## src/rtl/barker_pkg.sv

```systemverilog
`default_nettype none
// +----------------------------------------------------------------------------+
// | barker_pkg : shared Barker-11 constants, FSM state and hold-register types   |
// | Rev 1.0                                                                      |
// +----------------------------------------------------------------------------+
package barker_pkg;

  localparam logic [10:0] BARKER_CODE = 11'b11100010010;
  localparam int unsigned BARKER_LEN  = 11;
  localparam logic [3:0]  c_LAST_CHIP = 4'(BARKER_LEN - 1);

  typedef enum logic [1:0] {
    IDLE     = 2'd0,
    PREAMBLE = 2'd1,
    DATA     = 2'd2,
    WAIT     = 2'd3
  } state_t;

  typedef struct packed {
    logic data;
    logic last;
  } hold_t;

  // Chips go out MSB first, so chip index 0 maps to code bit 10.
  function automatic logic code_chip(input logic [3:0] idx);
    return BARKER_CODE[c_LAST_CHIP - idx];
  endfunction

endpackage
`default_nettype wire

```

## src/rtl/barker_chip_gen.sv

```systemverilog
`default_nettype none
// +----------------------------------------------------------------------------+
// | barker_chip_gen : chip counter and code lookup for the Barker-11 spreader   |
// | Rev 1.0                                                                      |
// +----------------------------------------------------------------------------+
module barker_chip_gen
  import barker_pkg::*;
(
  input  logic i_clk,
  input  logic i_rst,
  input  logic i_clr,
  input  logic i_valid,
  input  logic i_ready,
  output logic o_adv,
  output logic o_last_chip,
  output logic o_nxt_code,
  output logic o_nxt_last
);

  logic [3:0] r_chip;
  logic [3:0] w_nxt;

  assign o_adv       = i_valid & i_ready;
  assign o_last_chip = (r_chip == c_LAST_CHIP);

  // r_chip is the index of the chip currently on the output; w_nxt is the one to load next.
  always_comb begin
    w_nxt = r_chip;
    if (i_clr) begin
      w_nxt = '0;
    end else if (o_adv) begin
      w_nxt = o_last_chip ? 4'd0 : r_chip + 4'd1;
    end
  end

  assign o_nxt_code = code_chip(w_nxt);
  assign o_nxt_last = (w_nxt == c_LAST_CHIP);

  always_ff @(posedge i_clk) begin
    if (i_rst) begin
      r_chip <= '0;
    end else begin
      r_chip <= w_nxt;
    end
  end

endmodule
`default_nettype wire

```

## src/rtl/barker_spreader.sv

```systemverilog
`default_nettype none
// +----------------------------------------------------------------------------+
// | barker_spreader : AXI-Stream Barker-11 spreader, 11 chips per input bit     |
// | Optional preamble symbols per frame with BARKER_PREAMBLE_EN. Rev 1.0        |
// +----------------------------------------------------------------------------+
module barker_spreader
  import barker_pkg::*;
#(
  parameter int unsigned PREAMBLE_LEN = 2
) (
  input  logic i_clk,
  input  logic i_rst,
  input  logic s_tdata,
  input  logic s_tvalid,
  input  logic s_tlast,
  output logic s_tready,
  output logic m_tdata,
  output logic m_tvalid,
  output logic m_tlast,
  output logic m_tuser,
  input  logic m_tready
);

  state_t r_state;
  hold_t  r_hold;
  logic   r_m_tdata;
  logic   r_m_tvalid;
  logic   r_m_tlast;
  logic   r_m_tuser;

  logic   w_adv;
  logic   w_last_chip;
  logic   w_nxt_code;
  logic   w_nxt_last;
  logic   w_s_tready;
  logic   w_s_hs;
  logic   w_clr;
  logic   w_data_bit;
  logic   w_data_last;
  logic   w_data_chip;

`ifdef BARKER_PREAMBLE_EN
  localparam logic [3:0] c_PRE_LAST = 4'(PREAMBLE_LEN - 1);
  logic [3:0] r_pre_cnt;
`endif

  if (PREAMBLE_LEN < 1 || PREAMBLE_LEN > 15) begin : g_bad_preamble_len
    $error("barker_spreader: PREAMBLE_LEN must be in 1..15");
  end

  barker_chip_gen u_chip_gen (
    .i_clk       (i_clk),
    .i_rst       (i_rst),
    .i_clr       (w_clr),
    .i_valid     (r_m_tvalid),
    .i_ready     (m_tready),
    .o_adv       (w_adv),
    .o_last_chip (w_last_chip),
    .o_nxt_code  (w_nxt_code),
    .o_nxt_last  (w_nxt_last)
  );

  assign w_s_tready = ~i_rst & ((r_state == IDLE) | (r_state == WAIT) |
                      ((r_state == DATA) & w_last_chip & w_adv & ~r_hold.last));
  assign w_s_hs     = s_tvalid & w_s_tready;
  assign w_clr      = w_s_hs & ((r_state == IDLE) | (r_state == WAIT));

  // A back-to-back bit feeds the output register directly so no bubble appears.
  assign w_data_bit  = (r_state == DATA && w_s_hs) ? s_tdata : r_hold.data;
  assign w_data_last = (r_state == DATA && w_s_hs) ? s_tlast : r_hold.last;
  assign w_data_chip = ~(w_nxt_code ^ w_data_bit);

  always_ff @(posedge i_clk) begin
    if (i_rst) begin
      r_state    <= IDLE;
      r_hold     <= '0;
      r_m_tdata  <= 1'b0;
      r_m_tvalid <= 1'b0;
      r_m_tlast  <= 1'b0;
      r_m_tuser  <= 1'b0;
`ifdef BARKER_PREAMBLE_EN
      r_pre_cnt  <= '0;
`endif
    end else begin
      case (r_state)
        IDLE: begin
          if (w_s_hs) begin
            r_hold <= '{data: s_tdata, last: s_tlast};
`ifdef BARKER_PREAMBLE_EN
            r_pre_cnt <= '0;
            r_state   <= PREAMBLE;
`else
            r_state   <= DATA;
`endif
          end
        end
`ifdef BARKER_PREAMBLE_EN
        PREAMBLE: begin
          if (!r_m_tvalid || m_tready) begin
            r_m_tvalid <= 1'b1;
            r_m_tlast  <= w_nxt_last;
            r_m_tuser  <= 1'b0;
            if (r_m_tvalid && w_last_chip && r_pre_cnt == c_PRE_LAST) begin
              r_state   <= DATA;
              r_m_tdata <= w_data_chip;
            end else begin
              r_m_tdata <= w_nxt_code;
              if (r_m_tvalid && w_last_chip) begin
                r_pre_cnt <= r_pre_cnt + 4'd1;
              end
            end
          end
        end
`endif
        DATA: begin
          if (!r_m_tvalid || m_tready) begin
            if (r_m_tvalid && w_last_chip && !w_s_hs) begin
              r_m_tvalid <= 1'b0;
              r_m_tdata  <= 1'b0;
              r_m_tlast  <= 1'b0;
              r_m_tuser  <= 1'b0;
              r_state    <= r_hold.last ? IDLE : WAIT;
            end else begin
              if (w_s_hs) begin
                r_hold <= '{data: s_tdata, last: s_tlast};
              end
              r_m_tvalid <= 1'b1;
              r_m_tdata  <= w_data_chip;
              r_m_tlast  <= w_nxt_last;
              r_m_tuser  <= w_nxt_last & w_data_last;
            end
          end
        end
        WAIT: begin
          if (w_s_hs) begin
            r_hold  <= '{data: s_tdata, last: s_tlast};
            r_state <= DATA;
          end
        end
        default: r_state <= IDLE;
      endcase
    end
  end

  assign s_tready = w_s_tready;
  assign m_tdata  = r_m_tdata;
  assign m_tvalid = r_m_tvalid;
  assign m_tlast  = r_m_tlast;
  assign m_tuser  = r_m_tuser;

endmodule
`default_nettype wire

```

## config.mk

```make
export PLATFORM = sky130hd
export DESIGN_NAME = barker_spreader
export DESIGN_NICKNAME = d
export VERILOG_FILES = /design/src/rtl/barker_pkg.sv /design/src/rtl/barker_chip_gen.sv /design/src/rtl/barker_spreader.sv
export SDC_FILE = /design/constraint.sdc
export NUM_CORES = 1
export LEC_CHECK = 0
export ABC_CLOCK_PERIOD_IN_PS = 3900
export CAP_MARGIN = 20
export CELL_PAD_IN_SITES_DETAIL_PLACEMENT = 0
export CELL_PAD_IN_SITES_GLOBAL_PLACEMENT = 1
export CORE_UTILIZATION = 30
export CTS_CLUSTER_DIAMETER = 100
export CTS_CLUSTER_SIZE = 28
export DETAILED_ROUTE_END_ITERATION = 16
export PLACE_DENSITY = 0.69
export SLEW_MARGIN = 0
export SYNTH_ARGS = -nofsm -noshare
export SYNTH_HDL_FRONTEND = slang
export SYNTH_SLANG_ARGS = --single-unit
```

## constraint.sdc

```tcl
create_clock -name i_clk -period 3.9 [get_ports i_clk]
set_clock_uncertainty 0.1 [all_clocks]
set_input_delay 0.975 -clock i_clk [delete_from_list [all_inputs] [get_ports i_clk]]
set_output_delay 0.975 -clock i_clk [all_outputs]
set_load 0.1 [all_outputs]
```

==> key figures <==
Worst setup path
  – R2R cell count: 7
  – RR Endpoint: r_hold[0]
  – Reg2reg setup slack: 1.69 ns
  – FF-to-FF Start: r_state[0]
  – Critical path startpoint category: primary input
  – Data required, critical path: 2.82 ns
  – Setup crit end kind: output port
  – CP Class: in -> out
  – WP data arrival: 2.28 ns
  – Crit-path max FO: 11

Die
  – # IOs: 11
  – Initial core utilization: 32.9%
  – CORE AREA: ~0.0026 mm²
  – Die Span Y: between 50 and 60 µm
  – Site Rows: 18
  – Die Area: 0.00304 mm²
  – Die width: 55.1 µm

Clock tree
  – Clk_lat worst skew: about 0.27 ns
  – CTS tree: yes
  – Root buffer cell: clkbuf_4
  – Num CTS Buffers: 3
  – Clk buf depth: 2
  – Max H-tree Level: 1
  – Post_cts resized: 0
  – CTS Hold Buffers Added: 0
  – Postcts setup bufs: 0
  – Clock transition at path regs: 0.08 ns
  – Clk sinks: 12

Finish
  – Commonest non-fill, non-tap cell in the layout: nor2_1
  – Commonest cells after routing, fill and taps aside: nor2_1, dfxtp_1, a21oi_1, nand2_1, clkdlybuf4s50_1
  – Proportion of layout cells with a drive suffix above 1: 13.5%
  – Fillers: 281
  – Post-Route Utilization: between 30% and 40%
  – Design Area, Final: slightly below 0.001 mm²
  – P&R area growth vs syn: 15.7%
  – Nets: 121
  – Antenna cells: 0

Global routing
  – Initial antenna violation count: 0
  – Vias in the first global route: 667
  – Met2 Usage GRT: 21.3%
  – Congestion Overflow GR: 0
  – Largest net degree at the start of global routing: 14
  – GRT met3 Usage: 5.19%
  – First-pass GRT wire length: 3.06 mm
  – GRT Total Usage: 14.5%
  – Gr busiest metal: met2
  – Global-route track usage on met1: 20.0%

Placement
  – DP Wirelength: roughly 1.4 mm
  – Buffers on Ports: 10
  – Gpl congestion: 0.773
  – Area post-placement: roughly 960 µm²

Power
  – Reg power frac: 32.3%
  – Switch Pwr: 223 µW
  – Leakage: 0.000342 µW
  – P per Cell Area: 501 mW/mm²
  – VDD IR max: 0.369 mV
  – Combinational Power Share: a little over half
  – Switch share: a little under half
  – Internal power: approximately 270 µW
  – Clock share of power: 15.6%

Synthesis
  – Synth area leaders: dfxtp_1, nor2_1, a21oi_1
  – Area leader, netlist: dfxtp_1
  – Mapped Nets: 113
  – Post-synth EDFFs: 0
  – Top FF cell, synth: dfxtp_1
  – Post-Syn Area: approximately 850 µm²
  – Mean Syn Cell Area: 8.06 µm²
  – Async SR Flop Fraction: 0%
  – Synth cell types: 40
  – Mapped Cells: 105
  – Register bit total from synthesis: 12
  – Synth top area share: between 20 and 30%
  – Yosys warning count: 0
  – Sequential share of the synthesized area: 28.4%

Worst hold path
  – Worst Hold End: m_tlast
  – Hold Path Stages: 2
  – Start point of the worst hold path: m_tlast
  – Hold Path Class: reg -> reg

Drt
  – Wire length per cell: between 10 and 15 µm
  – DRT Wirelength: ~1.9 mm
  – Mean number of vias per cell: 5.30
  – Via count: 747
  – Pre-antenna DRT Iters: 5
  – Number of remaining DRC errors: 0
  – Post-DRT Antenna Nets: 0
  – Initial DRC Count: 14

Timing
  – Hold slack final: 0.371 ns
  – Worst slew margin: 35.5%
  – RSZ-0062 raised after global routing: false
  – Final hold vios: 0
  – Fin crit share: 86.0%
  – Worst Tran Pin Value: 0.965 ns
  – Setup TNS: 0 ns
  – Crit path time final: 3.35 ns
  – Finish-stage setup viols: 0
  – Slew Viols, Final: 0
  – Fmax: a little under 300 MHz

Job
  – Max cap viols: 0

Outcome
  – Run status: finished, final reports clean
[routing by layer]
| metal | routed length [µm] | up-vias |
|---|---|---|
| met5 | 0 | - |
| met4 | 9 | 0 |
| met1 | 1020 | 342 |
| met3 | 76 | 2 |
| met2 | 746 | 11 |
| li1 | - | 392 |
[cells in the mapped netlist (all sizes together), types with 2 or more instances]
cell	count
nand3b	2
o21ai	3
buf	6
nor2b	5
nand2b	3
inv	3
a21o	2
a21oi	8
clkbuf	2
a311oi	2
a41oi	2
nand3	2
o21a	4
ha	2
mux2i	4
dfxtp	12
nor2	14
nand2	8
[layout make-up]
cell class,instances,area [µm²],share of cell area (%)
Multi-Input combinational cell,82,552,56.4
Clock buffer,3,22.5,2.30
Timing Repair Buffer,11,115,11.8
Tap cell,30,37.5,3.84
Sequential cell,12,240,24.6
Inverter,3,11.3,1.15
[worst max-delay path by stage]
stage / from / end / slack [ns]
5_1_grt: m_tready / s_tready / 0.45
4_1_cts: m_tready / s_tready / 0.56
3_3_place_gp: m_tready / s_tready / 0.59
2_1_floorplan: m_tvalid / s_tready / 0.19
3_5_place_dp: m_tready / s_tready / 0.57
6_report: m_tready / s_tready / 0.55
[flip-flops by register name, summed over array words and instances (netlist names)]
signal / cells
u_chip_gen.r_chip: 4
r_hold: 2
r_state: 2
m_tdata: 1
m_tlast: 1
m_tuser: 1
m_tvalid: 1
[kinds of logic after synthesis]
| logic type | Yosys count | synth area share, % |
|---|---|---|
| mux | 4 | 4.73 |
| xor+xnor | 2 | 2.07 |
| flops | 12 | 28.4 |
| buf+inv | 11 | 6.36 |
| compound gates | 29 | 25.4 |
| fa+ha+maj | 2 | 2.96 |
| simple gates | 45 | 30.0 |
[power groups by stage]
stage | clock network, µW | registers, µW | logic (µW)
final | 76.3 | 158 | 256
after global routing | 85.6 | 160 | 277
after CTS | 81.8 | 157 | 256
after detailed placement | 0 | 160 | 256
after global placement | 0 | 160 | 252
after floorplan | 0 | 177 | 181
[metrics by stage]
| step | instances | setup WS, ns | power, µW |
|---|---|---|---|
| final | 141 | 0.545 | 490 |
| after global routing | 141 | 0.448 | 522 |
| after CTS | 141 | 0.564 | 495 |
| after detailed placement | 138 | 0.566 | 416 |
| after global placement | 138 | 0.585 | 412 |
| after floorplan | 105 | 0.186 | 358 |
[critical path, stage by stage]
cell,delay (ns)
clkdlybuf4s50_1,0.68
a41oi_1,0.20
nor2_1,0.22
buf_12,0.20
No activity file was read; power rests on OpenSTA's default activity.
